### src/rtl/mem_stage_lsu.sv
// Memory stage: ALU pass-through, word loads/stores over a valid/ready port with timeout.
// Optional forwarding/busy-load outputs are enabled by defining MEM_FWD_EN.
module mem_stage_lsu #(
    parameter int DBITS     = 32,
    parameter int REGNOBITS = 5,
    parameter int TIMEOUT   = 255
) (
    input  logic                 clk,
    input  logic                 reset,
    input  logic                 in_valid,
    input  logic                 in_is_load,
    input  logic                 in_is_store,
    input  logic                 in_wr_reg,
    input  logic [REGNOBITS-1:0] in_rd,
    input  logic [DBITS-1:0]     in_pc,
    input  logic [DBITS-1:0]     in_alu,
    input  logic [DBITS-1:0]     in_addr,
    input  logic [DBITS-1:0]     in_wdata,
    output logic                 in_ready,
    output logic                 dmem_req_valid,
    input  logic                 dmem_req_ready,
    output logic                 dmem_req_we,
    output logic [DBITS-1:0]     dmem_req_addr,
    output logic [DBITS-1:0]     dmem_req_wdata,
    input  logic                 dmem_rsp_valid,
    input  logic [DBITS-1:0]     dmem_rsp_rdata,
    output logic                 out_valid,
    output logic                 out_wr_reg,
    output logic [REGNOBITS-1:0] out_rd,
    output logic [DBITS-1:0]     out_value,
    output logic [DBITS-1:0]     out_pc,
    output logic                 out_err
`ifdef MEM_FWD_EN
    ,
    output logic                 fwd_valid,
    output logic [REGNOBITS-1:0] fwd_rd,
    output logic [DBITS-1:0]     fwd_value,
    output logic [REGNOBITS-1:0] busy_load_rd,
    output logic                 busy_load
`endif
);
    typedef enum logic [1:0] {IDLE, REQ, WAIT} state_t;

    // Last counter value at which the operation may still complete.
    localparam logic [15:0] TIMEOUT_LAST = 16'(TIMEOUT - 1);

    state_t               state_reg, state_next;
    logic [15:0]          cnt_reg;
    logic [REGNOBITS-1:0] rd_reg;
    logic [DBITS-1:0]     pc_reg;

    logic accept, is_mem, misaligned;
    logic req_fire, rsp_fire, expire;
    logic store_done, load_done, abort, finish;

    assign in_ready       = (state_reg == IDLE);
    assign accept         = in_valid & in_ready;
    assign is_mem         = in_is_load | in_is_store;
    assign misaligned     = (in_addr[1:0] != 2'b00);
    assign dmem_req_valid = (state_reg == REQ);
    assign req_fire       = dmem_req_valid & dmem_req_ready;
    assign rsp_fire       = (state_reg == WAIT) & dmem_rsp_valid;
    assign expire         = (state_reg != IDLE) && (cnt_reg >= TIMEOUT_LAST);
    assign store_done     = req_fire & dmem_req_we;
    assign load_done      = rsp_fire;
    // A handshake or response in the expiry cycle takes priority over the abort.
    assign abort          = expire & ~req_fire & ~rsp_fire;
    assign finish         = store_done | load_done | abort;

    always_ff @(posedge clk or negedge reset) begin
        if (!reset) begin
            state_reg <= IDLE;
        end else begin
            state_reg <= state_next;
        end
    end

    always_comb begin
        state_next = state_reg;
        case (state_reg)
            IDLE: begin
                if (accept && is_mem && !misaligned) state_next = REQ;
            end
            REQ: begin
                if (req_fire)   state_next = dmem_req_we ? IDLE : WAIT;
                else if (abort) state_next = IDLE;
            end
            WAIT: begin
                if (rsp_fire || abort) state_next = IDLE;
            end
            default: state_next = IDLE;
        endcase
    end

    always_ff @(posedge clk or negedge reset) begin
        if (!reset) begin
            cnt_reg        <= '0;
            rd_reg         <= '0;
            pc_reg         <= '0;
            dmem_req_we    <= 1'b0;
            dmem_req_addr  <= '0;
            dmem_req_wdata <= '0;
            out_valid      <= 1'b0;
            out_wr_reg     <= 1'b0;
            out_rd         <= '0;
            out_value      <= '0;
            out_pc         <= '0;
            out_err        <= 1'b0;
        end else begin
            out_valid <= 1'b0;
            if (accept) begin
                if (!is_mem) begin
                    out_valid  <= 1'b1;
                    out_err    <= 1'b0;
                    out_wr_reg <= in_wr_reg & (in_rd != '0);
                    out_value  <= in_alu;
                    out_rd     <= in_rd;
                    out_pc     <= in_pc;
                end else if (misaligned) begin
                    out_valid  <= 1'b1;
                    out_err    <= 1'b1;
                    out_wr_reg <= 1'b0;
                    out_value  <= in_addr;
                    out_rd     <= in_rd;
                    out_pc     <= in_pc;
                end else begin
                    // Load wins when both load and store flags are set.
                    cnt_reg        <= '0;
                    rd_reg         <= in_rd;
                    pc_reg         <= in_pc;
                    dmem_req_we    <= ~in_is_load;
                    dmem_req_addr  <= in_addr;
                    dmem_req_wdata <= in_wdata;
                end
            end else if (state_reg != IDLE) begin
                cnt_reg <= cnt_reg + 16'd1;
                if (finish) begin
                    out_valid  <= 1'b1;
                    out_err    <= abort;
                    out_wr_reg <= load_done & (rd_reg != '0);
                    out_value  <= load_done ? dmem_rsp_rdata : dmem_req_addr;
                    out_rd     <= rd_reg;
                    out_pc     <= pc_reg;
                end
            end
        end
    end

`ifdef MEM_FWD_EN
    assign fwd_valid    = out_valid & out_wr_reg;
    assign fwd_rd       = fwd_valid ? out_rd : '0;
    assign fwd_value    = fwd_valid ? out_value : '0;
    assign busy_load    = (state_reg != IDLE) & ~dmem_req_we;
    assign busy_load_rd = busy_load ? rd_reg : '0;
`endif

endmodule

### config.mk
export PLATFORM = sky130hd
export DESIGN_NAME = mem_stage_lsu
export DESIGN_NICKNAME = d
export VERILOG_FILES = /design/src/rtl/mem_stage_lsu.sv
export SDC_FILE = /design/constraint.sdc
export NUM_CORES = 1
export LEC_CHECK = 0
export CELL_PAD_IN_SITES_DETAIL_PLACEMENT = 1
export CELL_PAD_IN_SITES_GLOBAL_PLACEMENT = 1
export CORE_MARGIN = 2
export CORE_UTILIZATION = 33
export DETAILED_ROUTE_END_ITERATION = 8
export GPL_TIMING_DRIVEN = 0
export HOLD_SLACK_MARGIN = 0.08
export PLACE_DENSITY_LB_ADDON = 0.1
export SETUP_SLACK_MARGIN = 0.4
export SYNTH_ARGS = -nofsm -noshare
export SYNTH_HDL_FRONTEND = slang
export SYNTH_SLANG_ARGS = --single-unit
### constraint.sdc
create_clock -name clk -period 1.9 [get_ports clk]
set_input_delay 0.285 -clock clk [delete_from_list [all_inputs] [get_ports clk]]
set_output_delay 0.285 -clock clk [all_outputs]
set_load 0.02 [all_outputs]
==> metrics.txt, run 1 <==
final slew viol count 0; crit-path cells buf_4 > o211ai_1 > o211ai_1 > a221o_1 > buf_12 > buf_12 > mux2_4; status finished, violations left; initial antenna violation count 3; Post-Synthesis Cells about 650; Ys Warns 0; Power, Total approximately 24 mW; CP bufs+invs 3; first drt pass iteration count 4; Clock Sink Count 192; critical path depth 7; #FFs+latches synth 192; Worst Path Required roughly 2.2 ns; largest net degree at the start of global routing ~110; xor and xnor area share after synthesis 0%; Cell variety after synth 42; WHS -0.1197 ns; critical path's slowest cell dfrtp_2; largest family of logic cells by synthesized area multiplexers; CTS max path bufs 2; DP Worst Slack -0.7006 ns; crit-path max cell delay between 0.4 and 0.5 ns; worst-margin pin slew 0.8755 ns; IO buf count around 310; Mapped Area about 9300 µm²; crit path launch cnt_reg[1]$_DFFE_PN0P_; Final ANT Viol Nets 0; CP arrival about 2.5 ns; RSZ-0062 raised after global routing yes; Avg WL per Cell 20.83 µm; cts bufs inserted 17; crit path launch type flop; storage element area around 4800 µm²; R2R Setup Slk -0.27 ns; peak supply drop 0.0006584 V; mux contribution to synthesized area a little under two fifths; Top delay family on crit path compound AO/OA/AOI/OAI gates; post-synth net total 828; Multi-input gate area 4658 µm²; Crit Reg-Reg Startpoint cnt_reg[1]$_DFFE_PN0P_; # Max-Cap Violations 0; Worst Path Max Fanout 10; fin crit period 2.167 ns; total core area 27780 µm²; Peak Freq 0.4615 GHz; Slew headroom 41.64%; initial drt markers around 210; Mean Syn Cell Area 14.24 µm²; Site Rows 61; worst skew pair latency 0.44 ns; Seq/Total Area, Yosys 51.68%; die height 171.8 µm; DIE WIDTH 171.8 µm; ratio of cells with drive above 1 in the final layout 35.54%; Ports 312; Layout Utilization 54.60%; wire length of the first global-routing pass 42690 µm; die area 29530 µm²; Finish-stage setup viols between 150 and 200; DRC 0; Layout Nets 1203; post-route setup slack -0.2670 ns; HP Class in2async; number of global-route vias before repair 7246; crit path to out_value[28]$_DFFE_PN0P_; final hold vios 94; gpl congestion 0.7623; gr ovfl total 0; final worst path period share 114.1%; Crit. End Element flop; Pleak around 7.9 nW; power per cell area 1611 nW/µm²; Synth Area in Adders less than 1%; Initial Util approximately a third; Simple-Gate Fraction of Synth Area roughly 4%; CTS tree done; CTS root buffer clkbuf_16; post-route clock skew 0.01465 ns; Clock Pin Slew Worst Setup and Hold Paths 0.08 ns; DR vias 6901; fill cell count 2742; compound-cell area share of the yosys netlist 3.203%; path type of the worst setup path reg2reg; DR vias/cell 4.860; Layout area overhead 63.18%; failing checks negative hold slack, negative setup slack; CTS H-tree depth 4; Reg-to-Reg End out_value[28]$_DFFE_PN0P_; Post-Route WL around 30000 µm; Final HPWL DP 19830 µm; gr usage total 19.05%; worst r2r path cells 7
-- how the worst min path moves through the flow --
stage	startpoint	end	cells after the start
2_1_floorplan	reset	cnt_reg[0]$_DFFE_PN0P_	0
3_3_place_gp	pc_reg[6]$_DFFE_PN0P_	pc_reg[6]$_DFFE_PN0P_	1
6_report	reset	dmem_req_wdata[22]$_DFFE_PN0P_	1
3_5_place_dp	reset	dmem_req_wdata[22]$_DFFE_PN0P_	1
5_1_grt	reset	dmem_req_wdata[22]$_DFFE_PN0P_	1
4_1_cts	reset	dmem_req_wdata[22]$_DFFE_PN0P_	1
-- cell usage in the layout (no fill, tap or decap), types with 5 or more instances in the layout --
master / instances
clkbuf_16: 27
o21ai_1: 5
nand2_1: 7
inv_8: 5
nand4_1: 6
clkdlybuf4s50_1: 171
dfrtp_1: 189
mux2_2: 97
buf_12: 18
clkbuf_2: 5
a31oi_1: 5
mux2_4: 108
buf_4: 22
a21oi_1: 6
inv_1: 5
nor2_1: 6
mux2i_1: 97
buf_6: 13
dlymetal6s2s_1: 137
and3_1: 5
buf_8: 10
buf_2: 10
-- per-layer routing --
layer	routed length, µm	global-route usage (%)	vias to the layer above	share of wire (%)
li1	-	-	3145	-
met1	12360	24.11	3539	42
met2	14880	31.81	178	50
met3	1800	5.660	35	6.1
met4	518	4.932	4	1.8
met5	27	0	-	0.091
-- layout make-up --
| cell class | count | share of cell area [%] |
|---|---|---|
| Buffer | 41 | 3.456 |
| Clock buffer | 18 | 2.829 |
| Antenna cell | 1 | 0.01650 |
| Inverter | 7 | 0.1897 |
| Timing Repair Buffer | 356 | 26.87 |
| Multi-Input combinational cell | 413 | 30.71 |
| Clock inverter | 14 | 1.113 |
| Sequential cell | 192 | 31.70 |
| Tap cell | 378 | 3.118 |
-- Yosys cell counts --
master / number / share of area (%)
a21o_1: 2 / 0.16
a21oi_1: 9 / 0.48
a221o_1: 1 / 0.11
a31oi_1: 7 / 0.47
and2_1: 3 / 0.20
and3_1: 6 / 0.40
and3b_1: 1 / 0.094
buf_2: 26 / 1.4
buf_4: 1 / 0.081
buf_6: 7 / 0.85
clkbuf_1: 7 / 0.28
dfrtp_1: 192 / 52
ha_1: 2 / 0.27
inv_1: 7 / 0.28
mux2_1: 20 / 2.4
mux2_2: 117 / 14
mux2_4: 68 / 11
mux2i_1: 97 / 10
nand2_1: 9 / 0.36
nand2b_1: 1 / 0.067
nand3_1: 6 / 0.32
nand3_2: 1 / 0.11
nand3b_1: 1 / 0.081
nand4_1: 6 / 0.40
nand4b_1: 1 / 0.094
nor2_1: 8 / 0.32
nor2b_1: 2 / 0.13
nor3_1: 1 / 0.054
nor3b_1: 2 / 0.16
nor4_1: 3 / 0.20
nor4b_1: 1 / 0.094
o2111ai_1: 1 / 0.094
o211ai_1: 4 / 0.32
o21ai_0: 11 / 0.59
o22a_1: 2 / 0.19
o311ai_0: 2 / 0.19
o31ai_1: 5 / 0.40
o41ai_1: 2 / 0.19
or2_1: 2 / 0.13
or2_2: 2 / 0.13
or3_1: 1 / 0.067
or4_1: 6 / 0.48
-- where the power goes --
group | total, mW | internal, mW | switching [mW] | leakage (nW)
combinational | 13.5 | 7.65 | 5.84 | 5.25
sequential | 7.21 | 6.07 | 1.14 | 2.33
clock | 3.73 | 1.89 | 1.84 | 0.286
total | 24.4 | 15.6 | 8.81 | 7.87
-- what timing repair did --
action / in CTS / in global routing
resized for setup: 79 / 213
setup buffers: 14 / 18
gates cloned: 0 / 12
hold endpoints to repair: 105 / 105
endpoints found under the setup margin: 331 / 331
pin swaps: 6 / 22
-- stage by stage --
stage / instance area, µm² / cells / TNS (ns)
2_1_floorplan: 9520 / 653 / -6.212
3_3_place_gp: 13110 / 1342 / -1680.01
3_5_place_dp: 13140 / 1343 / -90.45
4_1_cts: 14100 / 1389 / -21.00
5_1_grt: 15170 / 1420 / -38.04
6_report: 15170 / 1420 / -24.00
-- logic make-up after synthesis --
| family | count (synthesis) |
|---|---|
| mux | 302 |
| flops | 192 |
| fa+ha+maj | 2 |
| buf+inv | 48 |
| simple gates | 63 |
| compound gates | 46 |
Power figures use the tool's default switching activity.
==> inputs of run 2 (changes only) <==
CORE_UTILIZATION = 39   (was 33)
clock period = 2.6 ns   (was 1.9 ns; I/O delays follow)
==> metrics.txt, run 2 (same netlist as run 1, synthesis figures left out) <==
status complete, no violations; DRC 0 (unchanged); cts bufs inserted 17 (unchanged); crit path launch state_reg[0]$_DFFE_PN0P_; wire length of the first global-routing pass 41930 µm (-1.8%); worst skew pair latency 0.44 ns (about the same); IO buf count 311 (unchanged); final worst path period share 81.58% (-32 points); Worst Path Max Fanout 10 (unchanged); HP Class reg2reg; post-route clock skew 0.01745 ns (+0.002796 ns); die height 158.4 µm (-7.8%); CTS H-tree depth 4 (unchanged); RSZ-0062 raised after global routing no; most common cell after layout, fill and taps aside clkdlybuf4s50_1; # Max-Cap Violations 0 (unchanged); first drt pass iteration count 4 (unchanged); final hold vios 0 (-100%); most frequent cells in the layout 309 x clkdlybuf4s50_1, 189 x dfrtp_1, 117 x mux2_2; Clock Pin Slew Worst Setup and Hold Paths 0.08 ns (about the same); initial drt markers 233 (+8.9%); Peak Freq 0.4715 GHz (+2.2%); Slew headroom 52.14% (+11 points); final slew viol count 0 (unchanged); Ports 312 (unchanged); Layout area overhead 46.62%; Crit. End Element flop; crit path launch type flop; total core area 23400 µm² (-16%); design area 13630 µm² (-10%); Final HPWL DP 19470 µm (-1.8%); initial antenna violation count 1 (-2); WHS 0.4952 ns (+0.6150 ns); Layout Utilization 58.24% (+3.6 points); Layout Nets 1169 (-2.8%); number of global-route vias before repair 7379 (+1.8%); Worst Hold Launch pc_reg[21]$_DFFE_PN0P_; Clock Sink Count 192 (unchanged); path type of the worst setup path reg2reg; ratio of cells with drive above 1 in the final layout 27.93% (-7.6 points); Worst Path Required 2.91 ns (+0.70 ns); Initial Util 39.72% (+6.3 points); die area 25090 µm² (-15%); gpl congestion 0.7702 (+1.0%); CTS max path bufs 2 (unchanged); largest net degree at the start of global routing 113 (+5.6%); Final ANT Viol Nets 0 (unchanged); gr usage total 21.92% (+2.9 points); gr ovfl total 0 (unchanged); CTS tree done; power per cell area 1248 nW/µm² (-22%); Power, Total 17.02 mW (-30%); Pleak 5.789 nW (-26%); Avg WL per Cell 20.54 µm (-1.4%); Finish-stage setup viols 0 (-100%); CTS root buffer clkbuf_16; Crit Reg-Reg Startpoint state_reg[0]$_DFFE_PN0P_; placed cell areas 12840 µm² (-2.3%); fin crit period 2.121 ns (-0.04588 ns); DR vias 6638 (-3.8%); DR vias/cell 5.006 (+3.0%); Site Rows 56 (-8.2%); CP arrival 2.43 ns (-0.05 ns); Post-Route WL 27230 µm (-7.9%); peak supply drop 0.0006470 V (-1.7%); DIE WIDTH 158.4 µm (-7.8%); worst-margin pin slew 0.7118 ns (-0.1636 ns)
## run 2: repair_timing
action,CTS,global route
pin swaps,1,2
hold buffers,1,0
setup buffers,5,4
endpoints found under the setup margin,185,95
gates resized for setup,24,19
hold endpoints to repair,80,0
## run 2: cell type report
type / count / area [µm²]
antenna: 1 / 2.502
sequential: 192 / 4808
clock buffer: 17 / 425.4
buffer: 41 / 300.3
fill: 2356 / 9772
multi-input combinational: 413 / 4265
timing repair buffer: 322 / 3233
clock inverter: 14 / 170.2
tap: 319 / 399.1
inverter: 7 / 26.28
## run 2: path summary, 6_finish.rpt
| kind | end | slack, ns | cells after the start |
|---|---|---|---|
| worst max-delay path | out_value[17]$_DFFE_PN0P_ | 0.48 | 7 |
| min in group asynchronous | dmem_req_addr[30]$_DFFE_PN0P_ | 0.52 | 2 |
| worst max register to register | out_value[17]$_DFFE_PN0P_ | 0.48 | 7 |
| worst min register to register | pc_reg[21]$_DFFE_PN0P_ | 0.50 | 1 |
| max in group asynchronous | out_pc[13]$_DFFE_PN0P_ | 1.08 | 3 |
| worst min-delay path | pc_reg[21]$_DFFE_PN0P_ | 0.50 | 1 |
## run 2: power by group
group	internal, mW	switching, mW	total, mW
Clock	1.38	1.30	2.68
Combinational	5.07	3.99	9.06
Sequential	4.44	0.836	5.28
## run 2: routing by layer
metal	track usage, %	wire length [µm]	up-vias
met5	0	0	-
met4	6.092	363	0
met3	5.580	1625	22
met2	38.39	13930	170
met1	26.83	11320	3372
li1	-	-	3074
## run 2: through the flow
stage,setup WS [ns],setup TNS (ns),std cells
floorplan,0.5780,0,653
global placement,-7.442,-1449.97,1283
detailed placement,-0.3227,-19.03,1284
CTS,0.3707,0,1321
global route,0.3993,0,1326
finish,0.4789,0,1326
## run 2: critical path, stage by stage (launching register included)
cell	delay (ns)
dfrtp_1	0.37
clkbuf_4	0.17
and3b_1	0.21
buf_2	0.22
buf_2	0.37
mux2i_1	0.27
mux2i_1	0.10
mux2_4	0.27
==> inputs of run 3 (changes only) <==
CORE_UTILIZATION = 33   (was 39)
clock period = 1.8 ns   (was 2.6 ns; I/O delays follow)
==> metrics.txt, run 3 (same netlist as run 1, synthesis figures left out) <==
status finished, violations left; failing checks negative setup slack; gr usage total 21.40% (-0.53 points); power per cell area 1723 nW/µm² (+38%); crit path launch type flop; Clock Pin Slew Worst Setup and Hold Paths 0.08 ns (about the same); Initial Util 33.46% (-6.3 points); combinational power share 54.9% (+1.6 points); total core area 27780 µm² (+19%); fill cell count 2771 (+18%); fin crit period 2.134 ns (+0.01294 ns); post-route clock skew 0.01515 ns (-0.002292 ns); worst-margin pin slew 0.4802 ns (-0.2316 ns); worst skew pair latency 0.44 ns (about the same); final worst path period share 118.6% (+37 points); die height 171.8 µm (+8.5%); Final HPWL DP 21000 µm (+7.9%); post-route setup slack -0.3341 ns (-0.8129 ns); Final ANT Viol Nets 0 (unchanged); DRC 0 (unchanged); initial drt markers 234 (+0.43%); Post-Route WL 31880 µm (+17%); internal power 16.31 mW (+50%); Sequential Power Share 29.6% (-1.4 points); Layout Nets 1205 (+3.1%); DR vias/cell 4.956 (-1.0%); initial antenna violation count 2 (+1); Finish-stage setup viols 177 (+177); # Max-Cap Violations 0 (unchanged); wire length of the first global-routing pass 47400 µm (+13%); CP arrival 2.45 ns (+0.02 ns); Multi-input gate area 4582 µm² (+7.4%); Crit. End Element flop; Layout area overhead 61.29%; Slew headroom 67.99% (+16 points); Peak Freq 0.4686 GHz (-0.61%); final slew viol count 0 (unchanged); die area 29530 µm² (+18%); setup TNS -34.60 ns (-34.60 ns); Worst Path Max Fanout 10 (unchanged); DR vias 7052 (+6.2%); most common cell after layout, fill and taps aside dfrtp_1; CTS root buffer clkbuf_16; gr ovfl total 0 (unchanged); Ports 312 (unchanged); ratio of cells with drive above 1 in the final layout 40.46% (+13 points); most frequent cells in the layout 188 x dfrtp_1, 171 x clkdlybuf4s50_1, 116 x mux2_2; storage element area 4810 µm² (about the same); Avg WL per Cell 22.40 µm (+9.1%); first drt pass iteration count 4 (unchanged); Sw Share 36.86% (+0.82 points); DIE WIDTH 171.8 µm (+8.5%); HP Class in2async; CTS tree done; largest net degree at the start of global routing 110 (-2.7%); CTS max path bufs 2 (unchanged); RSZ-0062 raised after global routing yes; Worst Path Required 2.11 ns (-0.80 ns); CTS H-tree depth 4 (unchanged); peak supply drop 0.0005965 V (-7.8%); gpl congestion 0.7817 (+1.5%); number of global-route vias before repair 7734 (+4.8%); path type of the worst setup path reg2reg; IO buf count 311 (unchanged); Pleak 7.322 nW (+26%); Site Rows 61 (+8.9%); Clk pwr share 15.6% (about the same); placed cell areas 13210 µm² (+2.9%); sw power 9.522 mW (+55%); cts bufs inserted 17 (unchanged); final hold vios 0 (unchanged); design area 14990 µm² (+10%); Clock Sink Count 192 (unchanged)
## run 3: cell types whose count changed in the layout (fill, tap and decap cells not counted), moves of 6 or more
cell / change
buf_2: +32
mux2_1: -20
buf_12: +24
clkdlybuf4s50_1: -138
mux2_4: +21
buf_6: +6
o21ai_0: -9
buf_16: +14
dlymetal6s2s_1: +84
## run 3: path summary, 6_finish.rpt
path | start | endpoint | slack (ns) | depth (start not counted)
min | reset | cnt_reg[0]$_DFFE_PN0P_ | 0.42 | 3
min reg2reg | dmem_req_wdata[1]$_DFFE_PN0P_ | dmem_req_wdata[1]$_DFFE_PN0P_ | 0.50 | 1
max in group asynchronous | reset | out_rd[2]$_DFFE_PN0P_ | 0.64 | 4
max | cnt_reg[1]$_DFFE_PN0P_ | out_rd[0]$_DFFE_PN0P_ | -0.33 | 7
max reg2reg | cnt_reg[1]$_DFFE_PN0P_ | out_rd[0]$_DFFE_PN0P_ | -0.33 | 7
min in group clk | in_wdata[22] | dmem_req_wdata[22]$_DFFE_PN0P_ | 0.43 | 2
## run 3: per-layer routing
metal  share of wire (%)  track usage [%]  vias to the layer above
met5                   0                0                        -
li1                    -                -                     3169
met3                 7.4            6.650                       28
met4                 1.5            4.969                        0
met2                  50            36.42                      234
met1                  41            26.57                     3621
## run 3: repair_timing
item / 4_1_cts / 5_1_grt
pin swaps: 12 / 13
hold endpoints to repair: 108 / 0
resized for setup: 284 / 164
hold buffers: 1 / 0
setup buffers: 23 / 5
gates cloned: 15 / 1
setup endpoints to repair: 331 / 379
## run 3: final cells by class
type                    instances  share of cell area, %
repair buffers                357                  25.90
flip-flops and latches        192                  32.08
well taps                     378                  3.154
inverters                       7                 0.2086
clock inverters                14                  1.260
diodes                          2                0.03338
clock buffers                  18                  2.929
plain buffers                  41                  3.880
multi-input cells             414                  30.56
## run 3: power groups by stage
stage	Sequential, mW	Clock (mW)	Combinational [mW]
3_3_place_gp	7.68	0	13.3
2_1_floorplan	9.41	0	6.36
4_1_cts	7.68	4.17	14.4
5_1_grt	7.92	4.30	15.0
3_5_place_dp	7.73	0	13.4
6_report	7.64	4.03	14.2
## run 3: stage by stage
step                      power [mW]  hold WS, ns  util (%)  cells  worst slack [ns]
after floorplan                15.76     -0.02559         -    653           -0.1926
after global placement         20.96       0.4826     47.34   1342            -8.425
after detailed placement       21.14       0.3626     47.56   1344           -0.8122
after CTS                      26.22       0.4174     53.07   1415           -0.3368
after global routing           27.27       0.4247     53.96   1422           -0.3465
final                          25.83       0.4241     53.97   1423           -0.3341
## run 3: critical path: stages, from the launching register on
cell and delay (ns):
dfrtp_2 0.43, buf_4 0.17, o211ai_1 0.21, o211ai_1 0.17, a221o_1 0.39, buf_12 0.18
buf_12 0.16, mux2_4 0.30
